## src/rtl/alu_sched_pkg.sv

```systemverilog
// Shared definitions for the ALU issue scheduler: ALU control codes, FSM state
// encoding and the known-opcode helper.
package alu_sched_pkg;

  localparam logic [3:0] ALU_AND = 4'b0000;
  localparam logic [3:0] ALU_OR  = 4'b0001;
  localparam logic [3:0] ALU_ADD = 4'b0010;
  localparam logic [3:0] ALU_SUB = 4'b0011;
  localparam logic [3:0] ALU_MUL = 4'b0100;

  typedef enum logic [1:0] {
    ST_IDLE = 2'b00,
    ST_EXEC = 2'b01,
    ST_MUL  = 2'b10,
    ST_RESP = 2'b11
  } state_t;

  function automatic logic is_known_op(input logic [3:0] code);
    logic known;
    case (code)
      ALU_AND, ALU_OR, ALU_ADD, ALU_SUB, ALU_MUL: known = 1'b1;
      default:                                    known = 1'b0;
    endcase
    return known;
  endfunction

endpackage

```

## src/rtl/alu_issue_sched_if.sv

```systemverilog
// Request, ALU-side and response bundle of the ALU issue scheduler.
// slave = scheduler view, master = surrounding requesters/ALU/consumer.
interface alu_issue_sched_if #(parameter int W = 32);

  logic [1:0]   req_valid;
  logic [1:0]   req_ready;
  logic [3:0]   req0_ctrl;
  logic [W-1:0] req0_a;
  logic [W-1:0] req0_b;
  logic [3:0]   req1_ctrl;
  logic [W-1:0] req1_a;
  logic [W-1:0] req1_b;
  logic [3:0]   alu_ctrl;
  logic [W-1:0] alu_a;
  logic [W-1:0] alu_b;
  logic [W-1:0] alu_result;
  logic         alu_zero;
  logic         rsp_valid;
  logic         rsp_ready;
  logic         rsp_id;
  logic [W-1:0] rsp_result;
  logic         rsp_zero;

  modport slave (
    input  req_valid, req0_ctrl, req0_a, req0_b, req1_ctrl, req1_a, req1_b,
    input  alu_result, alu_zero, rsp_ready,
    output req_ready, alu_ctrl, alu_a, alu_b, rsp_valid, rsp_id, rsp_result, rsp_zero
  );

  modport master (
    output req_valid, req0_ctrl, req0_a, req0_b, req1_ctrl, req1_a, req1_b,
    output alu_result, alu_zero, rsp_ready,
    input  req_ready, alu_ctrl, alu_a, alu_b, rsp_valid, rsp_id, rsp_result, rsp_zero
  );

endinterface

```

## src/rtl/alu_rr_arb2.sv

```systemverilog
// Two-way grant logic. ALU_SCHED_RR_EN selects round-robin on contention;
// otherwise requester 0 has fixed priority and last_grant is ignored.
module alu_rr_arb2 (
  input  logic [1:0] req,
  input  logic       last_grant,
  output logic [1:0] grant
);

`ifdef ALU_SCHED_RR_EN
  // Contention goes to the requester that did not win the previous handshake.
  always_comb begin
    grant = 2'b00;
    case (req)
      2'b01:   grant = 2'b01;
      2'b10:   grant = 2'b10;
      2'b11:   grant = last_grant ? 2'b01 : 2'b10;
      default: grant = 2'b00;
    endcase
  end
`else
  logic unused_last_grant_s;
  assign unused_last_grant_s = last_grant;

  // Requester 0 always wins contention.
  always_comb begin
    grant = 2'b00;
    case (req)
      2'b01:   grant = 2'b01;
      2'b10:   grant = 2'b10;
      2'b11:   grant = 2'b01;
      default: grant = 2'b00;
    endcase
  end
`endif

endmodule

```

## src/rtl/alu_issue_sched.sv

```systemverilog
// Issues one operation at a time from two requesters onto the shared ALU and
// returns the captured result with a requester tag. Macro: ALU_SCHED_RR_EN.
module alu_issue_sched
  import alu_sched_pkg::*;
#(
  parameter int W          = 32,
  parameter int MUL_CYCLES = 3
) (
  input  logic              clk,
  input  logic              reset,
  alu_issue_sched_if.slave  bus,
  output logic              busy
);

  localparam int CW = (MUL_CYCLES > 1) ? $clog2(MUL_CYCLES) : 1;
  localparam logic [CW-1:0] CNT_LOAD = CW'(MUL_CYCLES - 1);
  localparam logic [CW-1:0] CNT_ZERO = CW'(0);
  localparam logic [CW-1:0] CNT_ONE  = CW'(1);

  state_t        state_r, next_state_s;
  logic [3:0]    ctrl_r;
  logic [W-1:0]  a_r, b_r, res_r;
  logic          tag_r, zero_r, last_s;
  logic [CW-1:0] cnt_r;
  logic [1:0]    grant_s, ready_s;
  logic          accept_s, accept_id_s, capture_s;
  logic [3:0]    sel_ctrl_s;
  logic [W-1:0]  sel_a_s, sel_b_s;

  alu_rr_arb2 u_arb (
    .req        (bus.req_valid),
    .last_grant (last_s),
    .grant      (grant_s)
  );

  // Grants are only offered while idle.
  always_comb begin
    ready_s = 2'b00;
    if (state_r == ST_IDLE) ready_s = grant_s;
    else                    ready_s = 2'b00;
  end

  assign accept_s    = |(bus.req_valid & ready_s);
  assign accept_id_s = ready_s[1];

  // Payload of the granted requester.
  always_comb begin
    sel_ctrl_s = bus.req0_ctrl;
    sel_a_s    = bus.req0_a;
    sel_b_s    = bus.req0_b;
    if (accept_id_s) begin
      sel_ctrl_s = bus.req1_ctrl;
      sel_a_s    = bus.req1_a;
      sel_b_s    = bus.req1_b;
    end else begin
      sel_ctrl_s = bus.req0_ctrl;
      sel_a_s    = bus.req0_a;
      sel_b_s    = bus.req0_b;
    end
  end

  // Next-state and capture strobe.
  always_comb begin
    next_state_s = state_r;
    capture_s    = 1'b0;
    case (state_r)
      ST_IDLE: begin
        if (accept_s) next_state_s = (sel_ctrl_s == ALU_MUL) ? ST_MUL : ST_EXEC;
        else          next_state_s = ST_IDLE;
      end
      ST_EXEC: begin
        capture_s    = 1'b1;
        next_state_s = ST_RESP;
      end
      ST_MUL: begin
        if (cnt_r == CNT_ZERO) begin
          capture_s    = 1'b1;
          next_state_s = ST_RESP;
        end else begin
          next_state_s = ST_MUL;
        end
      end
      ST_RESP: begin
        if (bus.rsp_ready) next_state_s = ST_IDLE;
        else               next_state_s = ST_RESP;
      end
      default: next_state_s = ST_IDLE;
    endcase
  end

  // State register.
  always_ff @(posedge clk) begin
    if (reset) state_r <= ST_IDLE;
    else       state_r <= next_state_s;
  end

  // Operand, counter and response registers; unknown codes respond 0 / zero.
  always_ff @(posedge clk) begin
    if (reset) begin
      ctrl_r <= 4'b0000;
      a_r    <= '0;
      b_r    <= '0;
      tag_r  <= 1'b0;
      cnt_r  <= CNT_ZERO;
      res_r  <= '0;
      zero_r <= 1'b0;
    end else begin
      if (accept_s) begin
        ctrl_r <= sel_ctrl_s;
        a_r    <= sel_a_s;
        b_r    <= sel_b_s;
        tag_r  <= accept_id_s;
        cnt_r  <= CNT_LOAD;
      end else if ((state_r == ST_MUL) && (cnt_r != CNT_ZERO)) begin
        cnt_r  <= cnt_r - CNT_ONE;
      end
      if (capture_s) begin
        res_r  <= is_known_op(ctrl_r) ? bus.alu_result : '0;
        zero_r <= is_known_op(ctrl_r) ? bus.alu_zero : 1'b1;
      end
    end
  end

`ifdef ALU_SCHED_RR_EN
  logic last_r;
  // Last-grant pointer; moves only on a completed handshake.
  always_ff @(posedge clk) begin
    if (reset)         last_r <= 1'b1;
    else if (accept_s) last_r <= accept_id_s;
    else               last_r <= last_r;
  end
  assign last_s = last_r;
`else
  assign last_s = 1'b1;
`endif

  assign bus.req_ready  = ready_s;
  assign bus.alu_ctrl   = ctrl_r;
  assign bus.alu_a      = a_r;
  assign bus.alu_b      = b_r;
  assign bus.rsp_valid  = (state_r == ST_RESP);
  assign bus.rsp_id     = tag_r;
  assign bus.rsp_result = res_r;
  assign bus.rsp_zero   = zero_r;
  assign busy           = (state_r != ST_IDLE);

endmodule

```

## src/flat_wrapper.sv

```systemverilog
// flat-port wrapper written by rule: the top's interface ports become plain ports
module alu_issue_sched_flat import alu_sched_pkg::*;
#(
  parameter int W          = 32,
  parameter int MUL_CYCLES = 3
)
  (clk, reset, busy, bus_req_valid, bus_req0_ctrl, bus_req0_a, bus_req0_b, bus_req1_ctrl, bus_req1_a, bus_req1_b, bus_alu_result, bus_alu_zero, bus_rsp_ready, bus_req_ready, bus_alu_ctrl, bus_alu_a, bus_alu_b, bus_rsp_valid, bus_rsp_id, bus_rsp_result, bus_rsp_zero);
  alu_issue_sched_if #(.W(W)) bus_i ();
  input  logic clk;
  input  logic reset;
  output logic busy;
  input wire logic [$bits(bus_i.req_valid)-1:0] bus_req_valid;
  input wire logic [$bits(bus_i.req0_ctrl)-1:0] bus_req0_ctrl;
  input wire logic [$bits(bus_i.req0_a)-1:0] bus_req0_a;
  input wire logic [$bits(bus_i.req0_b)-1:0] bus_req0_b;
  input wire logic [$bits(bus_i.req1_ctrl)-1:0] bus_req1_ctrl;
  input wire logic [$bits(bus_i.req1_a)-1:0] bus_req1_a;
  input wire logic [$bits(bus_i.req1_b)-1:0] bus_req1_b;
  input wire logic [$bits(bus_i.alu_result)-1:0] bus_alu_result;
  input wire logic [$bits(bus_i.alu_zero)-1:0] bus_alu_zero;
  input wire logic [$bits(bus_i.rsp_ready)-1:0] bus_rsp_ready;
  output wire logic [$bits(bus_i.req_ready)-1:0] bus_req_ready;
  output wire logic [$bits(bus_i.alu_ctrl)-1:0] bus_alu_ctrl;
  output wire logic [$bits(bus_i.alu_a)-1:0] bus_alu_a;
  output wire logic [$bits(bus_i.alu_b)-1:0] bus_alu_b;
  output wire logic [$bits(bus_i.rsp_valid)-1:0] bus_rsp_valid;
  output wire logic [$bits(bus_i.rsp_id)-1:0] bus_rsp_id;
  output wire logic [$bits(bus_i.rsp_result)-1:0] bus_rsp_result;
  output wire logic [$bits(bus_i.rsp_zero)-1:0] bus_rsp_zero;
  assign bus_i.req_valid = bus_req_valid;
  assign bus_i.req0_ctrl = bus_req0_ctrl;
  assign bus_i.req0_a = bus_req0_a;
  assign bus_i.req0_b = bus_req0_b;
  assign bus_i.req1_ctrl = bus_req1_ctrl;
  assign bus_i.req1_a = bus_req1_a;
  assign bus_i.req1_b = bus_req1_b;
  assign bus_i.alu_result = bus_alu_result;
  assign bus_i.alu_zero = bus_alu_zero;
  assign bus_i.rsp_ready = bus_rsp_ready;
  assign bus_req_ready = bus_i.req_ready;
  assign bus_alu_ctrl = bus_i.alu_ctrl;
  assign bus_alu_a = bus_i.alu_a;
  assign bus_alu_b = bus_i.alu_b;
  assign bus_rsp_valid = bus_i.rsp_valid;
  assign bus_rsp_id = bus_i.rsp_id;
  assign bus_rsp_result = bus_i.rsp_result;
  assign bus_rsp_zero = bus_i.rsp_zero;
  alu_issue_sched #(.W(W), .MUL_CYCLES(MUL_CYCLES)) u_core (.clk(clk), .reset(reset), .bus(bus_i), .busy(busy));
endmodule
```

## config.mk

```make
export PLATFORM = sky130hd
export DESIGN_NAME = alu_issue_sched_flat
export DESIGN_NICKNAME = d
export VERILOG_FILES = /design/src/rtl/alu_sched_pkg.sv /design/src/rtl/alu_issue_sched_if.sv /design/src/rtl/alu_rr_arb2.sv /design/src/rtl/alu_issue_sched.sv /design/src/flat_wrapper.sv
export SDC_FILE = /design/constraint.sdc
export NUM_CORES = 1
export LEC_CHECK = 0
export CAP_MARGIN = 20
export CORE_AREA = 4 4 118 120
export DETAILED_ROUTE_END_ITERATION = 10
export DIE_AREA = 0 0 122 124
export PLACE_DENSITY_LB_ADDON = 0.15
export SETUP_SLACK_MARGIN = 0.2
export SLEW_MARGIN = 0
export SYNTH_ARGS = -nofsm -noshare
export SYNTH_HDL_FRONTEND = slang
export SYNTH_SLANG_ARGS = --single-unit
```

## constraint.sdc

```tcl
create_clock -name clk -period 1.65 [get_ports clk]
set_input_delay 0.4125 -clock clk [delete_from_list [all_inputs] [get_ports clk]]
set_output_delay 0.4125 -clock clk [all_outputs]
set_load 0.05 [all_outputs]
```

; ---- After elaboration in Yosys (flattened, before gate mapping)
; Cells that the tools add are included.
[word_totals]
ff_bits = 106
input_bits = 174
out_inout_bits = 106
elab_cells = 52
[op_classes]
add_sub_neg = 1
n_eq_ne = 11
muxes = 19
bitwise_logic = 1
reduce_logical = 11
[ops]
columns = operator, count
row1 = two-way mux 32 bit, 3
row2 = two-way mux 2 bit, 6
row3 = equality test 2 bit (second input constant), 4
row4 = equality test 4 x 2 -> 1 bit (second input constant), 2
row5 = equality test 4 x 3 -> 1 bit (second input constant), 2
row6 = case mux 2 bit (4 select lines), 1
row7 = two-way mux 1 bit, 6
row8 = nonzero test 2 bit, 3
row9 = OR reduction 5 bit, 1
row10 = equality test 2 x 1 -> 1 bit (second input constant), 2
row11 = equality test 4 x 1 -> 1 bit (second input constant), 1
row12 = logical NOT 2 bit, 2
row13 = logical NOT 4 bit, 1
row14 = two-way mux 4 bit, 1
row15 = case mux 2 bit (2 select lines), 1
row16 = OR reduction 2 bit, 2
row17 = OR reduction 3 bit, 1
row18 = bitwise AND 2 bit, 1
row19 = case mux 1 bit (2 select lines), 1
row20 = subtractor 2 x 1 -> 2 bit (second input constant), 1
row21 = logical AND 1 bit, 1

; ---- Longest topological paths before layout
[logic_depth]
ltp_word = 9
ltp_mapped = 7
ltp_nobuf = 6

; ---- Modules after synthesis
; From an unflattened synthesis, not the netlist that was laid out.
[unflattened]
cells_unflattened = 521
hier_area_um2 = 5044.8
[modules_own_cells]
columns = mod, instances, cells_each, area_each_um2, seq_area_each_um2
row1 = alu_issue_sched, 1, 519, 5034.8, 2122.0
row2 = alu_rr_arb2, 1, 2, 10.0, 0.0

; ---- Worst setup path after synthesis
; No wires, ideal clock.
[synth_path]
path_type = register to output
from = register u_core.state_r[0]
to = output port bus_req_ready[0]
arrival_time_ps = 1119
required_time_ps = 1237
slack_ps = 119
stages_incl_launch_ff = 4
n_path_buf = 0
path_cell_list = dfxtp_1 -> inv_1 -> ha_1 -> and2_1
[synth_via]
elab_chain_len = 2
[synth_lines]
columns = element, line
row1 = start: declaration, alu_issue_sched.sv:20  ; state_t state_r, next_state_s;
row2 = start signal: assignment, alu_issue_sched.sv:94  ; else state_r <= next_state_s;
row3 = logical NOT 2 bit, alu_issue_sched.sv:39  ; if (state_r == ST_IDLE) ready_s = grant_s;
row4 = two-way mux 2 bit, alu_issue_sched.sv:39
row5 = end: declaration, flat_wrapper.sv:22  ; output wire logic [$bits(bus_i.req_ready)-1:0] bus_req_ready;
; Every way passes these cells.

; ---- Worst setup path after layout
[layout_path]
from = register u_core.state_r[0]
to = register u_core.res_r[8], in the netlist u_core.bus.rsp_result[8]
[layout_via]
elab_chain_len = 2
word_cells_on_any_way = 3
cone_classes = eq/ne: 2 / mux: 1
[layout_lines]
columns = element, line
row1 = equality test 2 bit or equality test 2 x 1 -> 1 bit (tied branches), alu_issue_sched.sv:66  ; case (state_r)
row2 = case mux 1 bit (2 select lines) *, alu_issue_sched.sv:66
row3 = end signal: assignment, alu_issue_sched.sv:118  ; res_r <= is_known_op(ctrl_r) ? bus.alu_result : '0;
row4 = end: declaration, alu_issue_sched.sv:22  ; logic [W-1:0] a_r, b_r, res_r;
; Mark *: on every way between the ends. The rest lies on a longest branch, timed or not.
; A chain may end at the register's enable or synchronous reset.

==> qor.csv <==
metric;value;unit
H-tree depth;3;
post-layout min period;1.72;ns
hpwl dp;11900;µm
Final setup viols;30;
DR vias;5653;
Layout area overhead;110;%
final hold viol count;0;
Wirelength per Cell;20.0;µm
clk_lat worst skew;0.36;ns
largest net degree at the start of global routing;54;
total track usage;23.3;%
VDD IR-drop max;717;µV
Core Area;13000;µm²
io pins;280;
clk sinks;106;
failing checks;negative setup slack;
RSZ-0062 raised after global routing;yes;
CTS tree;built;
worst reg-to-reg path cell count;9;
antenna violations before repair;0;
final slew viol count;0;
startpoint types;flip-flop;
number of synthesized flops with an enable pin;0;
CTS Root Cell;clkbuf_16;
DR iter-0 viols;280;
Worst-Margin Slew;0.457;ns
fin nets;1065;
Num CTS Buffers;9;
synthesized area;4800;µm²
Hold Path End;u_core.bus.rsp_result[10];
Tcrit/Tclk final;104;%
WHS Path Cells;2;
Sw Share;40.9;%
vias in the first global route;5383;
DRT Pass-1 Iters;5;
register area share after synthesis;44.2;%
Synth Register Bits;106;
post-DR vias/cell;5.30;
achievable frequency;583;MHz
first-pass GRT wire length;27300;µm
combinational power share;58.0;%
ANT cells;0;
leakage power;4.13;nW
# DRC;0;
Syn Nets;744;
CTS Hold Bufs;0;
gr ovfl total;0;
row count;42;
Clock Power Share;16.9;%
Hold Path Class;reg2reg;
layout cells sized above 1;36.3;%
unique cell type count in the Yosys netlist;34;
placed inst area;7900;µm²
Internal;8.29;mW
CP most frequent cell;buf_6;
slowest stage cell, crit path;dfxtp_2;
reg-to-reg startpoint;u_core.state_r[0];
worst setup margin;-0.0651;ns
Post-synth top flop;dfxtp_1;
final worst clock skew;0.00907;ns
antenna viol nets, final;0;
sequential share of power;25.1;%
total power;14.0;mW
Die W;122;µm
final WL;21400;µm
relative slew slack;69.4;%
Crit path max-delay family;buffers and inverters;
height of the chip;124;µm
largest buffer count on any clock path;2;
worst-path cell chain;inv_2 > buf_6 > buf_6 > ha_4 > a21oi_4 > nand4bb_4 > buf_12 > clkbuf_16 > o32ai_2;
die area;15100;µm²
PortBufs;279;
Cells after Synth;564;
area of the multi-input gates;2840;µm²
startpoint of the worst hold path;u_core.bus.rsp_result[10];
fillcell total;814;
sequential cell area;2120;µm²
Post-synth ARST share;0;%
# Max-Cap Violations;0;
Sw Pwr;5.73;mW
cell area power density;1390;nW/µm²
flop-to-flop setup slack;-0.07;ns
worst reg2reg path endpoint;u_core.bus.rsp_result[8];
Routability Congestion;0.828;
Yosys Warn Count;0;
Avg Inst Size Synth;8.51;µm²
Worst EP required;1.91;ns
critical path class;reg2reg;
Initial Util;37.0;%
Crit path largest cell delay;0.33;ns
Worst Path Arrival;1.98;ns
post-layout instance area;10100;µm²
CP Max Fanout;5;
CP Capture Type;flip-flop;
Clock transition at path regs;0.07;ns
outcome;finished, violations left;
worst path buffer plus inverter count;5;
## final cells by class
cell class | instances | share of cell area (%)
clock buffer | 11 | 2.40
clock inverter | 5 | 0.768
inverter | 40 | 1.56
multi-input combinational | 367 | 28.2
sequential | 106 | 21.0
tap | 176 | 2.18
timing repair buffer | 361 | 43.9
## state kept, by name, indices dropped and copies added, names as in the netlist
| register | count |
|---|---|
| u_core.bus.alu_a | 32 |
| u_core.bus.alu_b | 32 |
| u_core.bus.alu_ctrl | 4 |
| u_core.bus.rsp_id | 1 |
| u_core.bus.rsp_result | 32 |
| u_core.bus.rsp_zero | 1 |
| u_core.cnt_r | 2 |
| u_core.state_r | 2 |
## cell usage after synthesis (2+ instances only)
| master | count | area (µm²) |
|---|---|---|
| mux2i_1 | 2 | 20.0 |
| a31oi_1 | 68 | 425 |
| dfxtp_1 | 106 | 2120 |
| ha_1 | 6 | 75.1 |
| o32ai_2 | 27 | 439 |
| buf_2 | 31 | 155 |
| nor4b_1 | 2 | 17.5 |
| buf_4 | 3 | 22.5 |
| nand2_1 | 168 | 631 |
| nor2b_1 | 2 | 12.5 |
| o32ai_1 | 4 | 35.0 |
| o21ai_1 | 20 | 100 |
| buf_6 | 9 | 101 |
| nor3_1 | 2 | 10.0 |
| o32ai_4 | 3 | 82.6 |
| clkbuf_1 | 7 | 26.3 |
| inv_2 | 2 | 7.51 |
| inv_1 | 38 | 143 |
| o21ai_0 | 49 | 245 |
## per-layer routing
| layer | GRT usage, % | share of wire (%) | vias up |
|---|---|---|---|
| li1 | - | - | 2624 |
| met1 | 25.1 | 36 | 2672 |
| met2 | 41.6 | 52 | 299 |
| met3 | 7.08 | 8.3 | 58 |
| met4 | 11.3 | 3.6 | 0 |
| met5 | 0 | 0 | - |
## through the flow
| stage | utilization, % | instances | worst slack [ns] | setup TNS (ns) | hold WS [ns] |
|---|---|---|---|---|---|
| floorplan | - | 564 | 0.204 | 0 | 0.514 |
| global placement | 60.9 | 989 | -0.175 | -10.61 | 0.466 |
| detailed placement | 60.9 | 989 | -0.250 | -14.63 | 0.473 |
| CTS | 70.1 | 1043 | -0.0134 | -0.0148 | 0.491 |
| global route | 77.8 | 1066 | -0.116 | -2.17 | 0.524 |
| finish | 77.8 | 1066 | -0.0651 | -0.352 | 0.496 |
## worst reg2reg max path, stage by stage (launching register included)
cell       delay (ns)
dfxtp_2          0.33
inv_2            0.08
buf_6            0.10
buf_6            0.09
ha_4             0.15
a21oi_4          0.07
nand4bb_4        0.24
buf_12           0.18
clkbuf_16        0.16
o32ai_2          0.22
## layout by cell type (no fill, tap or decap), drive strengths merged
master,n
clkinvlp,1
nand4bb,1
clkbuf,25
mux2,1
clkinv,3
nor2b,2
and2,1
o21a,3
xnor2,1
dlygate4sd2,2
o32ai,34
bufbuf,2
mux2i,2
o21ai,69
a221oi,1
a31oi,68
buf,173
inv,39
o221a,1
a21oi,2
bufinv,2
ha,6
a211oi,1
nand2,168
nand3,1
nand3b,1
nor3,2
clkdlybuf4s50,170
nor4b,2
dfxtp,106
## worst max path at each step
stage / from / cells after the start / endpoint
6_report: u_core.state_r[0] / 9 / u_core.bus.rsp_result[8]
5_1_grt: u_core.state_r[0] / 9 / u_core.bus.rsp_result[8]
4_1_cts: u_core.state_r[1] / 5 / bus_req_ready[1]
3_5_place_dp: bus_req_valid[0] / 6 / u_core.bus.alu_b[20]
3_3_place_gp: bus_req_valid[1] / 6 / u_core.bus.alu_b[24]
2_1_floorplan: u_core.state_r[0] / 6 / u_core.bus.rsp_result[11]
## timing repair
| item | CTS | global route |
|---|---|---|
| resized for setup | 57 | 135 |
| gates cloned | 18 | 16 |
| buffers inserted | 20 | 7 |
| hold endpoints to repair | 0 | 0 |
| pin swaps | 3 | 53 |
| endpoints found under the setup margin | 106 | 109 |
## power by group through the flow
stage          Combinational (mW)  Clock, mW  Sequential, mW
6_report                     8.13       2.37            3.52
3_5_place_dp                 5.77          0            3.53
2_1_floorplan                1.70          0            5.24
5_1_grt                      8.45       2.50            3.58
3_3_place_gp                 5.70          0            3.51
4_1_cts                      6.95       2.39            3.49
## logic make-up (layout without fill, tap and decap cells)
group	after synthesis	count (layout)	synth area share [%]
AO/OA/AOI/OAI	178	179	28.9
XOR/XNOR	1	1	0.183
adder cells (fa/ha/maj)	6	6	1.56
buffers and inverters	92	417	9.67
flip-flops	106	106	44.2
multiplexers	3	3	0.652
AND/OR/NAND/NOR	178	178	14.9
(Power assumes the default switching activity.)
